**src/rtl/fp_pkg.sv**
```systemverilog
// Shared FP32 definitions: rounding-mode encoding, exception-flag layout and packed constants.
package fp_pkg;

  typedef enum logic [2:0] {
    RNE = 3'd0,
    RTZ = 3'd1,
    RDN = 3'd2,
    RUP = 3'd3,
    RMM = 3'd4
  } rm_e;

  typedef struct packed {
    logic nv;
    logic dz;
    logic of;
    logic uf;
    logic nx;
  } fflags_t;

  localparam int          EXP_BIAS  = 127;
  localparam int          EXP_MAX   = 255;
  localparam logic [31:0] FP32_QNAN = 32'h7FC00000;
  localparam logic [31:0] FP32_MAXF = 32'h7F7FFFFF;

endpackage

```
**src/rtl/fadd_norm_round_fp_lzc48.sv**
```systemverilog
// Combinational 48-bit leading-zero counter; count is 48 and zero_o is set for an all-zero word.
module lzc48 (
  input  logic [47:0] a_i,
  output logic [5:0]  cnt_o,
  output logic        zero_o
);

  // Scan upward so the highest set bit writes last and wins.
  always_comb begin
    cnt_o = 6'd48;
    for (int i = 0; i < 48; i++) begin
      if (a_i[i]) cnt_o = 6'(47 - i);
    end
  end

  assign zero_o = ~|a_i;

endmodule

```
**src/rtl/fadd_norm_round_fp.sv**
```systemverilog
// FP32 add/sub back end: normalize, round (RISC-V rm), pack and raise fflags in a 2-stage valid/ready pipe.
// Define FADD_SUBNORMAL_EN for gradual underflow; by default tiny results flush to signed zero.
module fadd_norm_round_fp
  import fp_pkg::*;
#(
  parameter int MANT_W = 48,
  parameter int EXP_W  = 8,
  parameter int FRAC_W = 23
) (
  input  logic                    clk,
  input  logic                    reset,
  input  logic                    in_valid,
  output logic                    in_ready,
  input  logic [MANT_W-1:0]       mantissa_sum,
  input  logic                    carry,
  input  logic                    sign_res,
  input  logic                    sticky_in,
  input  logic [EXP_W-1:0]        exp_in,
  input  logic [2:0]              rm,
  input  logic                    special_valid,
  input  logic [EXP_W+FRAC_W:0]   special_result,
  input  logic [4:0]              special_flags,
  output logic                    out_valid,
  input  logic                    out_ready,
  output logic [EXP_W+FRAC_W:0]   result,
  output logic [4:0]              fflags
);

  localparam int XW   = EXP_W + 2;
  localparam int KEEP = FRAC_W + 1;
  localparam int GPOS = MANT_W - KEEP - 1;
  localparam int RW   = EXP_W + FRAC_W + 1;

  function automatic logic round_up(input rm_e mode, input logic sign, input logic g,
                                    input logic s, input logic lsb);
    case (mode)
      RNE:     round_up = g & (s | lsb);
      RTZ:     round_up = 1'b0;
      RDN:     round_up = (g | s) & sign;
      RUP:     round_up = (g | s) & ~sign;
      RMM:     round_up = g;
      default: round_up = 1'b0;
    endcase
  endfunction

  function automatic logic [RW-1:0] ovf_pack(input rm_e mode, input logic sign);
    logic to_inf;
    to_inf = (mode == RNE) | (mode == RMM) | ((mode == RUP) & ~sign) | ((mode == RDN) & sign);
    if (to_inf) ovf_pack = {sign, EXP_W'(EXP_MAX), {FRAC_W{1'b0}}};
    else        ovf_pack = {sign, FP32_MAXF[RW-2:0]};
  endfunction

  logic vld_p1_q, vld_p2_q;
  logic s1_en, s2_en;

  assign s2_en    = ~vld_p2_q | out_ready;
  assign s1_en    = ~vld_p1_q | s2_en;
  assign in_ready = s1_en;

  // Stage 1: normalize via carry right-shift or leading-zero left-shift
  logic [5:0]              lzc;
  logic                    lz_zero;
  logic [MANT_W-1:0]       mant_p1_d;
  logic signed [XW-1:0]    exp_p1_d;
  logic                    sticky_p1_d;

  lzc48 u_lzc (
    .a_i    (mantissa_sum),
    .cnt_o  (lzc),
    .zero_o (lz_zero)
  );

  always_comb begin
    exp_p1_d = $signed({2'b00, exp_in});
    if (carry) begin
      mant_p1_d   = {1'b1, mantissa_sum[MANT_W-1:1]};
      sticky_p1_d = sticky_in | mantissa_sum[0];
      exp_p1_d    = exp_p1_d + XW'(1);
    end else begin
      mant_p1_d   = mantissa_sum << lzc;
      sticky_p1_d = sticky_in;
      exp_p1_d    = exp_p1_d - $signed({{(XW-6){1'b0}}, lzc});
    end
  end

  logic [MANT_W-1:0]    mant_p1_q;
  logic signed [XW-1:0] exp_p1_q;
  logic                 sticky_p1_q, sign_p1_q, zero_p1_q, spec_p1_q;
  rm_e                  rm_p1_q;
  logic [RW-1:0]        sres_p1_q;
  logic [4:0]           sflg_p1_q;

  always_ff @(posedge clk) begin
    if (reset)      vld_p1_q <= 1'b0;
    else if (s1_en) vld_p1_q <= in_valid;
  end

  always_ff @(posedge clk) begin
    if (s1_en) begin
      mant_p1_q   <= mant_p1_d;
      exp_p1_q    <= exp_p1_d;
      sticky_p1_q <= sticky_p1_d;
      sign_p1_q   <= sign_res;
      zero_p1_q   <= ~carry & lz_zero & ~sticky_in;
      rm_p1_q     <= rm_e'(rm);
      spec_p1_q   <= special_valid;
      sres_p1_q   <= special_result;
      sflg_p1_q   <= special_flags;
    end
  end

  // Stage 2: round, detect overflow/underflow, pack
  logic [MANT_W-1:0]    mant_s;
  logic                 sticky_s, tiny, g, s, inexact, up;
  logic [KEEP:0]        rnd;
  logic signed [XW-1:0] exp_r;
  logic [RW-1:0]        res_p2_d;
  fflags_t              flg_p2_d;
`ifdef FADD_SUBNORMAL_EN
  logic signed [XW-1:0] sh_wide;
  logic [5:0]           sh_amt;
  logic [MANT_W-1:0]    lost;
`endif

  always_comb begin
    res_p2_d = '0;
    flg_p2_d = '0;
    mant_s   = mant_p1_q;
    sticky_s = sticky_p1_q;
    tiny     = (exp_p1_q <= XW'(0));
`ifdef FADD_SUBNORMAL_EN
    sh_wide = XW'(1) - exp_p1_q;
    sh_amt  = (sh_wide > XW'(MANT_W)) ? 6'(MANT_W) : sh_wide[5:0];
    lost    = mant_p1_q & ~({MANT_W{1'b1}} << sh_amt);
    if (tiny) begin
      mant_s   = mant_p1_q >> sh_amt;
      sticky_s = sticky_p1_q | (|lost);
    end
`endif
    g       = mant_s[GPOS];
    s       = (|mant_s[GPOS-1:0]) | sticky_s;
    inexact = g | s;
    up      = round_up(rm_p1_q, sign_p1_q, g, s, mant_s[GPOS+1]);
    rnd     = {1'b0, mant_s[MANT_W-1 -: KEEP]} + {{KEEP{1'b0}}, up};
    exp_r   = exp_p1_q + $signed({{(XW-1){1'b0}}, rnd[KEEP]});

    if (spec_p1_q) begin
      res_p2_d = sres_p1_q;
      flg_p2_d = fflags_t'(sflg_p1_q);
    end else if (zero_p1_q) begin
      // Exact cancellation: -0 only when rounding down.
      res_p2_d = {(rm_p1_q == RDN), {(RW-1){1'b0}}};
    end else if (tiny) begin
`ifdef FADD_SUBNORMAL_EN
      // Rounding up into bit 23 lands on the minimum normal (exp field 1).
      res_p2_d    = {sign_p1_q, {(EXP_W-1){1'b0}}, rnd[KEEP-1], rnd[FRAC_W-1:0]};
      flg_p2_d.uf = inexact;
      flg_p2_d.nx = inexact;
`else
      res_p2_d    = {sign_p1_q, {(RW-1){1'b0}}};
      flg_p2_d.uf = 1'b1;
      flg_p2_d.nx = 1'b1;
`endif
    end else if (exp_r >= XW'(EXP_MAX)) begin
      res_p2_d    = ovf_pack(rm_p1_q, sign_p1_q);
      flg_p2_d.of = 1'b1;
      flg_p2_d.nx = 1'b1;
    end else begin
      res_p2_d    = {sign_p1_q, exp_r[EXP_W-1:0],
                     rnd[KEEP] ? rnd[KEEP-1:1] : rnd[FRAC_W-1:0]};
      flg_p2_d.nx = inexact;
    end
  end

  logic [RW-1:0] res_p2_q;
  fflags_t       flg_p2_q;

  always_ff @(posedge clk) begin
    if (reset) begin
      vld_p2_q <= 1'b0;
      res_p2_q <= '0;
      flg_p2_q <= '0;
    end else if (s2_en) begin
      vld_p2_q <= vld_p1_q;
      res_p2_q <= res_p2_d;
      flg_p2_q <= flg_p2_d;
    end
  end

  assign out_valid = vld_p2_q;
  assign result    = res_p2_q;
  assign fflags    = flg_p2_q;

endmodule

```
**config.mk**
```make
export PLATFORM = sky130hd
export DESIGN_NAME = fadd_norm_round_fp
export DESIGN_NICKNAME = d
export VERILOG_FILES = /design/src/rtl/fp_pkg.sv /design/src/rtl/fadd_norm_round_fp_lzc48.sv /design/src/rtl/fadd_norm_round_fp.sv
export SDC_FILE = /design/constraint.sdc
export NUM_CORES = 1
export LEC_CHECK = 0
export ABC_CLOCK_PERIOD_IN_PS = 6800
export CORE_MARGIN = 5
export CORE_UTILIZATION = 55
export CTS_CLUSTER_SIZE = 12
export DETAILED_ROUTE_END_ITERATION = 6
export GPL_ROUTABILITY_DRIVEN = 0
export GPL_TIMING_DRIVEN = 1
export PLACE_DENSITY = 0.83
export SLEW_MARGIN = 20
export SYNTH_ARGS = -nofsm -noshare
export SYNTH_HDL_FRONTEND = slang
export SYNTH_SLANG_ARGS = --single-unit
```
**constraint.sdc**
```tcl
create_clock -name clk -period 6.8 [get_ports clk]
set_input_delay 1.36 -clock clk [delete_from_list [all_inputs] [get_ports clk]]
set_output_delay 1.36 -clock clk [all_outputs]
set_load 0.005 [all_outputs]
```
==> results.toml, run 1 <==
[cells_and_area]
most_frequent_cells_in_the_layout = "sky130_fd_sc_hd__clkdlybuf4s50_1, sky130_fd_sc_hd__mux2i_1, sky130_fd_sc_hd__edfxtp_1"
post-route-util_pct = 69.1
antenna_cells = 0
layout_commonest_cell = "sky130_fd_sc_hd__clkdlybuf4s50_1"
area_growth_pct = 23.7
finish.net_count = 1204
layout-drive-gt1-share_pct = 6.81

[synthesis]
synth.largest_area_cell = "sky130_fd_sc_hd__edfxtp_1"
synth-async-reset-ratio_pct = 0
synth_sequential_area_ratio_pct = 41.8
synth_top_cell_area_share_pct = 33.3
syn-cell-area_sq_mm = 0.00919
syn-mean-instance-area_sq_um = 9.54
synth_nets = 1079
netlist_instances = 963
yosysWarnings = 0
synth.distinct_cells = 69
synth-edff-count = 102
ys_dominant_reg_cell = "sky130_fd_sc_hd__edfxtp_1"
synth.ff_latch_count = 141
synth.top_cells.by_area = "sky130_fd_sc_hd__edfxtp_1, sky130_fd_sc_hd__mux2i_1, sky130_fd_sc_hd__dfxtp_1, sky130_fd_sc_hd__nor2_1, sky130_fd_sc_hd__nand2_1"

[global_routing]
grt.overflow.total = 0
maximum_number_of_pins_on_one_net_before_global_route_repair = 80
first_global_vias = 8183
grt_pass1_wl_um = 44100
grt.total_usage_pct = 28.3
antenna_found_initial = 0

[place]
dp_hpwl_um = 20700
io_buffers = 142

[pwr]
total_leakage_power_nw = 4.66
power_switching_mw = 0.710
ir_worst_vdd_mv = 0.203
combinationalPowerShare_pct = 21.1
sequentialPowerShare_pct = 42.4
power.density_cell_area_mw_per_mm2 = 220
internal_power_mw = 1.79
power_switching_share_pct = 28.4
p_clk_share_pct = 36.4

[sta]
clock_skew_ps = 10.2
timing_worst_slew_pin_value_ps = 1080
final-max-slew-violation-count = 0
slew_headroom_pct = 27.7
totalNegativeSetupSlack_ps = 0
clock.fmax_mhz = 161
hold_viol = 0
layout_worst_path_cycle_share_pct = 91.5
timing.final.crit_period_ps = 6220
finalSetupViolations = 0
rsz0062_at_grt = "false"

[clock_network]
tritoncts = "done"
path_clk_slew_ps = 60
number_of_buffers_added_to_fix_hold_violations_after_cts = 0
worstSkewPairLatency_ps = 420
cts.repair_timing.setup_buffer_count = 0
tritoncts.num_buffers = 17
htree_num_levels = 4
ctsResizeCount = 0
root_buffer_cell = "sky130_fd_sc_hd__clkbuf_16"
clkSinkCount = 141
cts.path.max_buffers = 2

[floorplanning]
floorplan.initialDensity_pct = 55.8
design.portCount = 143
die_x_um = 139
coreArea_sq_mm = 0.0165
die_height_um = 139
fp.dieArea_sq_mm = 0.0194
rows = 47

[route]
routed_wire_length_per_instance_um = 21.4
post_detailed_route_drc_marker_count = 0
detail_route.first_pass.iterations = 7
overall_routed_net_length_um = 28200
routed_via_density = 6.56
postRouteAntennaNets = 0
via_count = 8672
first_iter_violations = 1365

[hold_path]
holdCritPathClass = "register to register"

[critical_path]
timing.critical_path.from_type = "register"
critical_path_peak_fanout = 18
worst_setup_path_category = "register to register"
crit_arrival_ps = 6520
worstPathRequired_ps = 7100
critical_path.endpoint_type = "register"

[run_status]
run_status = "finished clean"

[flow_run]
maxCapViolations = 0
==> layer usage <==
layer  track usage (%)  wire length, um
met1              37.0            10800
met2              45.6            12800
met3              5.83             3050
met4              12.3             1530
met5                 0                0
==> synthesized netlist by cell type, types with 3 or more instances <==
master,n
sky130_fd_sc_hd__o211a_1,3
sky130_fd_sc_hd__nand2b_1,6
sky130_fd_sc_hd__nor2_1,89
sky130_fd_sc_hd__a21oi_1,57
sky130_fd_sc_hd__and3_1,9
sky130_fd_sc_hd__o22ai_1,6
sky130_fd_sc_hd__a221o_1,10
sky130_fd_sc_hd__inv_1,22
sky130_fd_sc_hd__o21bai_1,3
sky130_fd_sc_hd__a31oi_1,8
sky130_fd_sc_hd__o21ai_0,47
sky130_fd_sc_hd__buf_1,5
sky130_fd_sc_hd__edfxtp_1,102
sky130_fd_sc_hd__o311ai_0,3
sky130_fd_sc_hd__nor3_1,26
sky130_fd_sc_hd__and4_1,3
sky130_fd_sc_hd__a221oi_1,9
sky130_fd_sc_hd__a2bb2oi_1,4
sky130_fd_sc_hd__or3_1,3
sky130_fd_sc_hd__a211oi_1,11
sky130_fd_sc_hd__mux2i_1,127
sky130_fd_sc_hd__xor2_1,21
sky130_fd_sc_hd__nand2_1,84
sky130_fd_sc_hd__a22o_1,6
sky130_fd_sc_hd__nand3_1,32
sky130_fd_sc_hd__nor2b_1,10
sky130_fd_sc_hd__mux2_2,7
sky130_fd_sc_hd__o221ai_1,3
sky130_fd_sc_hd__o211ai_1,6
sky130_fd_sc_hd__o21a_1,6
sky130_fd_sc_hd__a21o_1,5
sky130_fd_sc_hd__and2_1,7
sky130_fd_sc_hd__xnor2_1,14
sky130_fd_sc_hd__clkbuf_1,36
sky130_fd_sc_hd__nand4_1,9
sky130_fd_sc_hd__dfxtp_1,39
sky130_fd_sc_hd__ha_1,11
sky130_fd_sc_hd__o31ai_1,5
sky130_fd_sc_hd__o21ai_1,14
sky130_fd_sc_hd__a22oi_1,29
sky130_fd_sc_hd__buf_2,7
sky130_fd_sc_hd__nor4_1,20
==> power by group through the flow <==
stage          clock [mW]  combinational [mW]  sequential [mW]
2_1_floorplan           0               0.296             1.06
3_3_place_gp            0               0.500             1.07
3_5_place_dp            0               0.507             1.08
4_1_cts             0.919               0.512             1.06
5_1_grt             0.963               0.564             1.07
6_report            0.912               0.529             1.06
==> critical path, cell delays in order (launching register included) <==
cell and delay [ps]:
sky130_fd_sc_hd__edfxtp_1 400, sky130_fd_sc_hd__nand2b_1 210, sky130_fd_sc_hd__nor2_1 100, sky130_fd_sc_hd__ha_1 250
sky130_fd_sc_hd__nor3_1 210, sky130_fd_sc_hd__o22a_1 170, sky130_fd_sc_hd__ha_1 200, sky130_fd_sc_hd__ha_1 210
sky130_fd_sc_hd__and4_1 320, sky130_fd_sc_hd__nand3_1 140, sky130_fd_sc_hd__nor3_1 370, sky130_fd_sc_hd__nand3_1 480
sky130_fd_sc_hd__inv_1 260, sky130_fd_sc_hd__ha_1 240, sky130_fd_sc_hd__ha_1 300, sky130_fd_sc_hd__inv_1 100
sky130_fd_sc_hd__nand3_1 90, sky130_fd_sc_hd__o21ai_0 90, sky130_fd_sc_hd__a21oi_1 160, sky130_fd_sc_hd__nor4_1 80
sky130_fd_sc_hd__o22ai_1 170, sky130_fd_sc_hd__nand4_1 120, sky130_fd_sc_hd__and3_1 160, sky130_fd_sc_hd__buf_4 190
sky130_fd_sc_hd__nor2_1 590, sky130_fd_sc_hd__a21oi_1 160, sky130_fd_sc_hd__a221o_1 310
==> logic make-up after synthesis <==
group	synth area share (%)
simple gates	15.7
compound gates	19.2
flops	41.8
mux	14.7
buf+inv	3.53
xor+xnor	3.34
fa+ha+maj	1.72
==> stage by stage <==
stage               worst slack (ps)  hold slack [ps]  total power [mW]  instance area [sq um]  instances
floorplan                       1660              448              1.36                   9190        963
global placement                1150              437              1.57                  10800       1289
detailed placement               729              451              1.58                  10800       1289
CTS                              624              459              2.49                  11400       1321
global route                    50.6              485              2.60                  11400       1321
finish                           575              455              2.50                  11400       1321
==> state kept, by name, summed over array words and instances (netlist names) <==
name,cells
exp_p1_q,10
fflags,5
mant_p1_q,48
out_valid,1
result,32
rm_p1_q,3
sflg_p1_q,5
sign_p1_q,1
spec_p1_q,1
sres_p1_q,32
sticky_p1_q,1
vld_p1_q,1
zero_p1_q,1
==> worst paths after layout <==
kind	startpoint	endpoint	slack, ps	cells past startpoint
max	rm_p1_q[2]$_DFFE_PP_	result[2]$_SDFFE_PP0P_	580	26
min	fflags[4]$_SDFFE_PP0P_	fflags[4]$_SDFFE_PP0P_	460	2
max reg2reg	rm_p1_q[2]$_DFFE_PP_	result[2]$_SDFFE_PP0P_	580	26
min reg2reg	fflags[4]$_SDFFE_PP0P_	fflags[4]$_SDFFE_PP0P_	460	2
==> cell type report <==
class / instances / area [sq um]
sequential: 141 / 3840
clock inverter: 15 / 160
fill: 1274 / 5090
tap: 220 / 275
multi-input combinational: 744 / 5030
timing repair buffer: 158 / 1540
inverter: 26 / 97.6
clock buffer: 17 / 425
No activity file was read; power rests on OpenSTA's default activity.
==> run 2, diff against run 1 <==
CTS_CLUSTER_DIAMETER = 150   (was not set)
SLEW_MARGIN = 40   (was 20)
==> results.toml, run 2 (synthesis results as in run 1) <==
[route]
routed_via_density = 6.54
first_iter_violations = 1292
via_count = 8644
detail_route.first_pass.iterations = 7
post_detailed_route_drc_marker_count = 14
routed_wire_length_per_instance_um = 21.3
postRouteAntennaNets = 0
overall_routed_net_length_um = 28100

[place]
placed_cells_incl_taps = 1289
dp_slack_ps = 704
io_buffers = 142
dpl-instance-area_sq_mm = 0.0108
dp_hpwl_um = 20800

[cells_and_area]
layout_commonest_cell = "sky130_fd_sc_hd__clkdlybuf4s50_1"
stdcell_area_sq_mm = 0.0114
most_frequent_cells_in_the_layout = "sky130_fd_sc_hd__clkdlybuf4s50_1, sky130_fd_sc_hd__mux2i_1, sky130_fd_sc_hd__edfxtp_1"
final-instance-count-excl-fill = 1322
post-route-util_pct = 69.3
largest_register_ff_count = 48
layout-drive-gt1-share_pct = 7.08
largest_register = "mant_p1_q"
antenna_cells = 0
finish.net_count = 1205
area_growth_pct = 24.2

[sta]
hold_viol = 0
clock_skew_ps = 14.1
layout_worst_path_cycle_share_pct = 89.4
timing.final.crit_period_ps = 6080
final-max-slew-violation-count = 0
timing_worst_slew_pin_value_ps = 744
rsz0062_at_grt = "false"
slew_headroom_pct = 49.9
clock.fmax_mhz = 164
finalWorstSetupSlack_ps = 720
totalNegativeSetupSlack_ps = 0
finalSetupViolations = 0
holdWs_ps = 456

[floorplanning]
rows = 47
fp.dieArea_sq_mm = 0.0194
coreArea_sq_mm = 0.0165
floorplan.initialDensity_pct = 55.8
die_x_um = 139
design.portCount = 143
die_height_um = 139

[pwr]
post-layout-total-power_mw = 2.50
power_switching_mw = 0.696
sequentialPowerShare_pct = 42.5
combinationalPowerShare_pct = 21.2
power_switching_share_pct = 27.8
ir_worst_vdd_mv = 0.134
p_clk_share_pct = 36.4
power.density_cell_area_mw_per_mm2 = 219
total_leakage_power_nw = 4.67
internal_power_mw = 1.81

[clock_network]
worstSkewPairLatency_ps = 420
tritoncts.num_buffers = 17
tritoncts = "done"
path_clk_slew_ps = 50
htree_num_levels = 4
clkSinkCount = 141
cts.path.max_buffers = 2
root_buffer_cell = "sky130_fd_sc_hd__clkbuf_16"

[run_status]
run_status = "finished with violations"
failed_checks = "DRC"

[critical_path]
worst_setup_path_category = "register to register"
worstPathRequired_ps = 7100
timing.critical_path.from_type = "register"
critical_path.endpoint_type = "register"
critical_path_peak_fanout = 23
crit_arrival_ps = 6380

[global_routing]
first_global_vias = 8339
grt.overflow.total = 0
grt.total_usage_pct = 28.2
maximum_number_of_pins_on_one_net_before_global_route_repair = 80
antenna_found_initial = 0
grt_pass1_wl_um = 44000

[hold_path]
holdCritPathClass = "register to register"

[flow_run]
maxCapViolations = 0
run 2: worst max-delay path, cell delays in order (launching register included):
cell,delay (ps)
sky130_fd_sc_hd__edfxtp_1,400
sky130_fd_sc_hd__nand2b_1,210
sky130_fd_sc_hd__nor2_1,100
sky130_fd_sc_hd__ha_1,250
sky130_fd_sc_hd__nor3_1,200
sky130_fd_sc_hd__o22a_1,170
sky130_fd_sc_hd__ha_1,180
sky130_fd_sc_hd__ha_1,200
sky130_fd_sc_hd__and4_1,320
sky130_fd_sc_hd__nand3_1,140
sky130_fd_sc_hd__nor3_1,430
sky130_fd_sc_hd__nand3_2,360
sky130_fd_sc_hd__inv_1,210
sky130_fd_sc_hd__ha_1,260
sky130_fd_sc_hd__ha_1,320
sky130_fd_sc_hd__inv_1,120
sky130_fd_sc_hd__o21ai_0,160
sky130_fd_sc_hd__a21oi_1,90
sky130_fd_sc_hd__nor4_1,320
sky130_fd_sc_hd__o22ai_1,170
sky130_fd_sc_hd__nand4_1,130
sky130_fd_sc_hd__and3_1,170
sky130_fd_sc_hd__buf_4,230
sky130_fd_sc_hd__a21o_2,380
sky130_fd_sc_hd__a21oi_1,110
sky130_fd_sc_hd__a221o_1,300
run 2: area by class of cell:
type	instances	area (sq um)
fillers	1260	5050
multi-input cells	744	5050
flip-flops and latches	141	3840
repair buffers	159	1550
clock buffers	21	493
well taps	220	275
clock inverters	11	106
inverters	26	97.6
run 2: power by group through the flow:
| stage | logic [mW] | registers [mW] | clock network (mW) |
|---|---|---|---|
| 6_report | 0.530 | 1.06 | 0.911 |
| 5_1_grt | 0.562 | 1.07 | 0.964 |
| 4_1_cts | 0.513 | 1.06 | 0.923 |
| 3_3_place_gp | 0.500 | 1.07 | 0 |
| 3_5_place_dp | 0.508 | 1.08 | 0 |
| 2_1_floorplan | 0.296 | 1.06 | 0 |
run 2: worst paths after layout:
path / to / from / depth (start not counted) / slack, ps
worst max-delay path: result[6]$_SDFFE_PP0P_ / rm_p1_q[2]$_DFFE_PP_ / 25 / 720
worst min-delay path: fflags[4]$_SDFFE_PP0P_ / fflags[4]$_SDFFE_PP0P_ / 2 / 460
worst min register to register: fflags[4]$_SDFFE_PP0P_ / fflags[4]$_SDFFE_PP0P_ / 2 / 460
worst max register to register: result[6]$_SDFFE_PP0P_ / rm_p1_q[2]$_DFFE_PP_ / 25 / 720
run 2: repair_timing:
item	in CTS	in global routing
resized for setup	0	3
setup endpoints to repair	0	13
hold buffers	0	0
setup buffers	0	0
run 2: metal layers:
| layer | GRT usage (%) | up-vias | wire length (um) |
|---|---|---|---|
| li1 | - | 3918 | - |
| met1 | 36.6 | 3972 | 10900 |
| met2 | 44.9 | 611 | 12700 |
| met3 | 5.11 | 143 | 2840 |
| met4 | 15.2 | 0 | 1680 |
| met5 | 0 | - | 0 |
